**config.mk**
```make
export PLATFORM = sky130hd
export DESIGN_NAME = delay_line_ctrl
export DESIGN_NICKNAME = d
export VERILOG_FILES = /design/src/rtl/delay_pkg.sv /design/src/rtl/sat_mac.sv /design/src/rtl/delay_line_ctrl.sv
export SDC_FILE = /design/constraint.sdc
export NUM_CORES = 1
export LEC_CHECK = 0
export BUFFER_PORTS_ARGS = -buffer_cell sky130_fd_sc_hd__buf_2
export CAP_MARGIN = 10
export CORE_MARGIN = 2
export CORE_UTILIZATION = 45
export CTS_CLUSTER_DIAMETER = 150
export DETAILED_ROUTE_END_ITERATION = 12
export PLACE_DENSITY_LB_ADDON = 0.15
export SYNTH_ARGS = -nofsm -noshare
export SYNTH_HDL_FRONTEND = slang
export SYNTH_SLANG_ARGS = --single-unit
```
**constraint.sdc**
```tcl
create_clock -name clk -period 7.4 [get_ports clk]
set_input_delay 1.48 -clock clk [delete_from_list [all_inputs] [get_ports clk]]
set_output_delay 1.48 -clock clk [all_outputs]
set_load 0.02 [all_outputs]
```
**src/rtl/delay_pkg.sv**
```systemverilog
// Shared constants for the delay line controller: default widths,
// FSM state encoding and the saturation bounds of the default sample width.
package delay_pkg;

    localparam int DEF_DATA_WIDTH = 16;
    localparam int DEF_ADDR_WIDTH = 14;
    localparam int DEF_GAIN_WIDTH = 8;

    // Gains are Q0.8, so every product is rescaled by this many bits
    localparam int GAIN_SHIFT = 8;

    // One state per cycle of the per-sample sequence
    localparam logic [2:0] ST_IDLE = 3'd0;
    localparam logic [2:0] ST_RD   = 3'd1;
    localparam logic [2:0] ST_WT   = 3'd2;
    localparam logic [2:0] ST_MAC  = 3'd3;
    localparam logic [2:0] ST_WR   = 3'd4;

    // Clamp limits for a DEF_DATA_WIDTH two's complement sample
    localparam int SAT_MAX = (1 << (DEF_DATA_WIDTH - 1)) - 1;
    localparam int SAT_MIN = -(1 << (DEF_DATA_WIDTH - 1));

endpackage

```
**src/rtl/sat_mac.sv**
```systemverilog
// Combinational saturating multiply-accumulate: y = sat(x + (d*gain) >>> 8).
// The gain is unsigned Q0.8; a zero bit is prepended so it multiplies as a
// non-negative signed value, and the arithmetic shift floors toward -inf.
module sat_mac
    import delay_pkg::*;
#(
    parameter int DW = DEF_DATA_WIDTH,
    parameter int GW = DEF_GAIN_WIDTH
) (
    input  logic signed [DW-1:0] x,
    input  logic signed [DW-1:0] d,
    input  logic        [GW-1:0] gain,
    output logic signed [DW-1:0] y
);

    localparam int PW = DW + GW + 1;
    localparam int SW = DW + 1;
    localparam logic signed [DW-1:0] Y_MAX = {1'b0, {(DW-1){1'b1}}};
    localparam logic signed [DW-1:0] Y_MIN = {1'b1, {(DW-1){1'b0}}};

    logic signed [GW:0]   gain_s;
    logic signed [PW-1:0] product;
    logic signed [PW-1:0] scaled;
    logic signed [SW-1:0] sum;

    // Scaled product fits in DW bits (|gain| < 1), so the sum needs only one guard bit
    always_comb begin
        gain_s  = {1'b0, gain};
        product = d * gain_s;
        scaled  = product >>> GAIN_SHIFT;
        sum     = SW'(x) + SW'(scaled);
        if (sum[DW] != sum[DW-1]) begin
            y = sum[DW] ? Y_MIN : Y_MAX;
        end else begin
            y = DW'(sum);
        end
    end

endmodule

```
**src/rtl/delay_line_ctrl.sv**
```systemverilog
// Echo/delay engine in front of a 1RW/1R delay SRAM. Each accepted sample
// walks IDLE->RD->WT->MAC->WR: read the delayed sample on port 1, write
// input+feedback on port 0, and present dry+wet on out_sample.
module delay_line_ctrl
    import delay_pkg::*;
#(
    parameter int DATA_WIDTH = DEF_DATA_WIDTH,
    parameter int ADDR_WIDTH = DEF_ADDR_WIDTH,
    parameter int GAIN_WIDTH = DEF_GAIN_WIDTH
) (
    input  logic                  clk,
    input  logic                  rst_n,
    input  logic                  en,
    input  logic [ADDR_WIDTH-1:0] delay_len,
    input  logic [GAIN_WIDTH-1:0] fb_gain,
    input  logic [GAIN_WIDTH-1:0] mix_gain,
    input  logic                  in_valid,
    output logic                  in_ready,
    input  logic [DATA_WIDTH-1:0] in_sample,
    output logic                  out_valid,
    output logic [DATA_WIDTH-1:0] out_sample,
    output logic                  sram_csb0,
    output logic                  sram_web0,
    output logic [ADDR_WIDTH-1:0] sram_addr0,
    output logic [DATA_WIDTH-1:0] sram_din0,
    output logic                  sram_csb1,
    output logic [ADDR_WIDTH-1:0] sram_addr1,
    input  logic [DATA_WIDTH-1:0] sram_dout1
);

    localparam int DW = DATA_WIDTH;
    localparam int AW = ADDR_WIDTH;
    localparam int GW = GAIN_WIDTH;

    // Full-depth count, one bit wider than an address
    localparam logic [AW:0] DEPTH_CNT = {1'b1, {AW{1'b0}}};

    logic [2:0]           state;
    logic signed [DW-1:0] x_reg;
    logic signed [DW-1:0] dly;
    logic signed [DW-1:0] wet;
    logic signed [DW-1:0] wrv;
    logic [AW:0]          eff_in;
    logic [AW:0]          eff_reg;
    logic [GW-1:0]        fb_reg;
    logic [GW-1:0]        mix_reg;
    logic                 en_reg;
    logic [AW-1:0]        wr_ptr;
    logic [AW:0]          fill_cnt;

    // Port 0 only ever writes
    assign sram_web0 = 1'b0;
    assign in_ready  = (state == ST_IDLE);

    // A zero delay length selects the whole memory depth
    always_comb begin
        eff_in = (delay_len == '0) ? DEPTH_CNT : {1'b0, delay_len};
    end

    // Sequencer: exactly one cycle in each state, new samples only in IDLE
    always_ff @(posedge clk or negedge rst_n) begin
        if (!rst_n) begin
            state <= ST_IDLE;
        end else begin
            case (state)
                ST_IDLE: if (in_valid) state <= ST_RD;
                ST_RD:   state <= ST_WT;
                ST_WT:   state <= ST_MAC;
                ST_MAC:  state <= ST_WR;
                ST_WR:   state <= ST_IDLE;
                default: state <= ST_IDLE;
            endcase
        end
    end

    // Snapshot the sample and all controls so mid-sample changes cannot glitch it
    always_ff @(posedge clk or negedge rst_n) begin
        if (!rst_n) begin
            x_reg   <= '0;
            eff_reg <= '0;
            fb_reg  <= '0;
            mix_reg <= '0;
            en_reg  <= 1'b0;
        end else if (state == ST_IDLE && in_valid) begin
            x_reg   <= in_sample;
            eff_reg <= eff_in;
            fb_reg  <= fb_gain;
            mix_reg <= mix_gain;
            en_reg  <= en;
        end
    end

    // Capture the delayed sample, masking slots never written since reset
    always_ff @(posedge clk or negedge rst_n) begin
        if (!rst_n) begin
            dly <= '0;
        end else if (state == ST_WT) begin
            if ((fill_cnt < eff_reg) || !en_reg) begin
                dly <= '0;
            end else begin
                dly <= sram_dout1;
            end
        end
    end

    // Write pointer wraps with the address width; fill count stops at full depth
    always_ff @(posedge clk or negedge rst_n) begin
        if (!rst_n) begin
            wr_ptr   <= '0;
            fill_cnt <= '0;
        end else if (state == ST_WR) begin
            wr_ptr <= wr_ptr + AW'(1);
            if (fill_cnt != DEPTH_CNT) begin
                fill_cnt <= fill_cnt + (AW+1)'(1);
            end
        end
    end

    // Read port: one-cycle select in RD; the address wraps modulo depth
    always_ff @(posedge clk or negedge rst_n) begin
        if (!rst_n) begin
            sram_csb1  <= 1'b1;
            sram_addr1 <= '0;
        end else if (state == ST_IDLE && in_valid) begin
            sram_csb1  <= 1'b0;
            sram_addr1 <= wr_ptr - eff_in[AW-1:0];
        end else begin
            sram_csb1  <= 1'b1;
        end
    end

    // Write port and output strobe are both driven for the single WR cycle
    always_ff @(posedge clk or negedge rst_n) begin
        if (!rst_n) begin
            sram_csb0  <= 1'b1;
            sram_addr0 <= '0;
            sram_din0  <= '0;
            out_valid  <= 1'b0;
            out_sample <= '0;
        end else if (state == ST_MAC) begin
            sram_csb0  <= 1'b0;
            sram_addr0 <= wr_ptr;
            sram_din0  <= wrv;
            out_valid  <= 1'b1;
            out_sample <= wet;
        end else begin
            sram_csb0  <= 1'b1;
            out_valid  <= 1'b0;
        end
    end

    // Wet output path
    sat_mac #(.DW(DW), .GW(GW)) u_wet_mac (
        .x    (x_reg),
        .d    (dly),
        .gain (mix_reg),
        .y    (wet)
    );

    // Feedback path into the delay memory
    sat_mac #(.DW(DW), .GW(GW)) u_fb_mac (
        .x    (x_reg),
        .d    (dly),
        .gain (fb_reg),
        .y    (wrv)
    );

endmodule

```
==> flow_summary.json <==
{
  "crit_path_max_fanout": 8,
  "setup_viol": 0,
  "hp-class": "reg -> reg",
  "fillCellCount": 3686,
  "worst_setup_path_start_kind": "register",
  "path_common_cell": "fa_1",
  "clock_latency_ns": 0.47,
  "core-area_um2": 37670,
  "layout.core_utilization_pct": 52.42,
  "number_of_enable_flip_flop_cells_after_synthesis": 0,
  "hpwlAfterDp_mm": 35.32,
  "ios": 131,
  "worst_ir_drop_vdd_mv": 0.2820,
  "final_cell_area_um2": 19740,
  "final.setup_skew_ns": 0.01539,
  "clock_net_sink_count": 159,
  "total_leakage_power_uw": 0.01075,
  "critical_path.endpoint_type": "register",
  "vias_per_cell": 5.120,
  "cts_made_buffers": 17,
  "synth_largest_type_area_fraction_pct": 23.80,
  "report.final.slew_viol_count": 0,
  "worst_ep_required_time_ns": 7.76,
  "globalplace.congestion": 0.8650,
  "grt_antenna_before_repair": 0,
  "gr-usage-all-layers_pct": 24.19,
  "placedInstanceArea_um2": 18660,
  "ys_types": 72,
  "post_synth.cell_area_avg_um2": 8.875,
  "area_growth_pct": 14.50,
  "cts.reportedPaths.clkPinSlew_ns": 0.08,
  "yosysTopAreaCell": "fa_1",
  "max_cap_viol_count": 0,
  "area_fraction_in_compound_gates_after_synthesis_pct": 9.309,
  "synth_top_family_by_area": "adder cells",
  "drive_gt1_share_pct": 15.65,
  "synth.area.mux_share_pct": 0,
  "tritoncts": "done",
  "largest_net_degree_at_the_start_of_global_routing": 98,
  "report.final.hold_viol_count": 0,
  "crit_path_max_incr_delay_ns": 0.54,
  "ys_seq_elements": 159,
  "ys_async_sr_fraction_pct": 100.0,
  "synthTopCellsByArea": "fa_1, dfrtp_1, ha_1",
  "type_of_the_worst_setup_path": "reg -> reg",
  "drt_first_iter_violations": 735,
  "start_util_pct": 45.78,
  "postSynthCellCount": 1943,
  "port_buffers": 129,
  "die_h_um": 199.8,
  "cts-htree-levels": 4,
  "mappedNetlistArea_um2": 17240,
  "die-area_um2": 39900,
  "count_leader_synth": "nand2_1",
  "synth.top_cells.by_count": "nand2_1, inv_1, fa_1, dfrtp_1, ha_1",
  "drt-pass1-iter-count": 6,
  "nNetsFinal": 2536,
  "synth_warnings": 0,
  "antenna-diode-count": 0,
  "max-slew-margin-rel_pct": 34.94,
  "drtAntennaViolNets": 0,
  "rows": 71,
  "post-route-period-util_pct": 96.49,
  "main_flop_type_after_synthesis": "dfrtp_1",
  "status": "finished clean",
  "crit_slowest_cell": "fa_1",
  "synth_sequential_area_ratio_pct": 23.09,
  "number_of_global_route_vias_before_repair": 14000,
  "detail_route.wl_per_cell_um": 17.17,
  "synth-adder-area-share_pct": 36.05,
  "drt_wl_total_mm": 45.20,
  "register_to_register_setup_slack_ns": 0.26,
  "grt_first_pass_wirelength_mm": 73.46,
  "cts_buffer_depth": 2,
  "clk_root_buffer_cell": "clkbuf_16",
  "drc": 0,
  "area_fraction_in_and_or_nand_and_nor_cells_after_synthesis_pct": 17.65,
  "max_freq_mhz": 140.0,
  "synth-xor-area-share_pct": 5.014,
  "power.density_cell_area_nw_per_um2": 210.6,
  "worstMarginPinSlew_ns": 0.9758,
  "dieWidth_um": 199.8,
  "timing.critical_path.arrival_ns": 7.50,
  "mappedNetlistNets": 2370,
  "detailroute.via_count": 13480,
  "overflow": 0,
  "fin_crit_ns": 7.141
}
cells by family (layout without fill, tap and decap cells):
family / Yosys count / in the layout
xor gates and xnor gates: 97 / 98
AOI/OAI and AO/OA: 248 / 248
and+or+nand+nor: 659 / 659
adders and majority gates: 376 / 376
buffers and inverters: 403 / 581
other: 1 / 1
DFF: 159 / 159
what timing repair did:
item	CTS	global route
gates resized for setup	3	67
gates cloned	0	2
pin swaps	1	21
setup endpoints to repair	28	32
hold buffers	0	0
setup buffers	0	33
report_power, final:
part | switching, uW | internal [uW]
Combinational | 1130 | 671
Sequential | 319 | 1150
Clock | 432 | 459
Total | 1880 | 2280
cell type report:
| cell class | count | area [um2] | share of cell area, % |
|---|---|---|---|
| Clock inverter | 13 | 116.4 | 0.5894 |
| Timing Repair Buffer | 214 | 1331 | 6.743 |
| Multi-Input combinational cell | 1382 | 11930 | 60.42 |
| Sequential cell | 159 | 4018 | 20.35 |
| Clock buffer | 19 | 452.9 | 2.294 |
| Inverter | 335 | 1257 | 6.369 |
| Tap cell | 511 | 639.4 | 3.238 |
metal layers:
| metal | GRT usage [%] | part of all wire [%] | wire length (um) |
|---|---|---|---|
| met4 | 8.258 | 3.0 | 1374 |
| met1 | 31.32 | 45 | 20160 |
| met2 | 39.53 | 47 | 21040 |
| met3 | 6.250 | 5.8 | 2624 |
| met5 | 0 | 0 | 0 |
final timing paths:
path,start,to,cells past startpoint
worst max-delay path,dly[6]$_DFFE_PN0P_,out_sample[1]$_DFFE_PN0P_,31
worst min-delay path,sram_addr1[0]$_DFFE_PN0P_,sram_addr1[0]$_DFFE_PN0P_,2
worst max register to register,dly[6]$_DFFE_PN0P_,out_sample[1]$_DFFE_PN0P_,31
worst min register to register,sram_addr1[0]$_DFFE_PN0P_,sram_addr1[0]$_DFFE_PN0P_,2
max in group asynchronous,rst_n,fb_reg[6]$_DFFE_PN0P_,2
min in group asynchronous,rst_n,fill_cnt[0]$_DFFE_PN0P_,1
worst max-delay path: cells and delay by family, from the launching register on:
kind                       cells  cell delay, ns
AOI/OAI and AO/OA             12            2.36
DFF                            1            0.48
xor gates and xnor gates       3            0.48
adders and majority gates      6            2.65
and+or+nand+nor                3            0.34
buffers and inverters          7            0.72
layout by cell type (no fill, tap or decap), drive strengths merged, types with 3 or more instances in the layout:
cell type	instances
a211o	3
a211oi	8
a21boi	10
a21o	16
a21oi	47
a22o	17
a22oi	5
a31o	3
and2	135
and3	3
buf	214
clkbuf	19
clkinvlp	3
dfrtp	157
fa	205
ha	156
inv	343
maj3	15
nand2	355
nand2b	13
nand3	21
nand4	12
nor2	61
nor2b	12
nor3	23
nor4	3
o21a	11
o21ai	95
o21bai	3
o31ai	7
o41ai	5
or2	5
or3	6
or4	3
xnor2	63
xor2	33
stage by stage:
stage,TNS [ns],std cells,worst slack [ns],hold slack (ns),total power [uW]
after floorplan,0,1943,0.3180,0.4467,2459
after global placement,0,2566,0.05825,0.4559,3142
after detailed placement,-0.5380,2566,-0.05650,0.4588,3163
after CTS,0,2598,0.008785,0.4862,4086
after global routing,-0.7371,2633,-0.07930,0.5024,4456
final,0,2633,0.2595,0.4801,4158
Note: power is estimated with default switching activity, not from simulation.
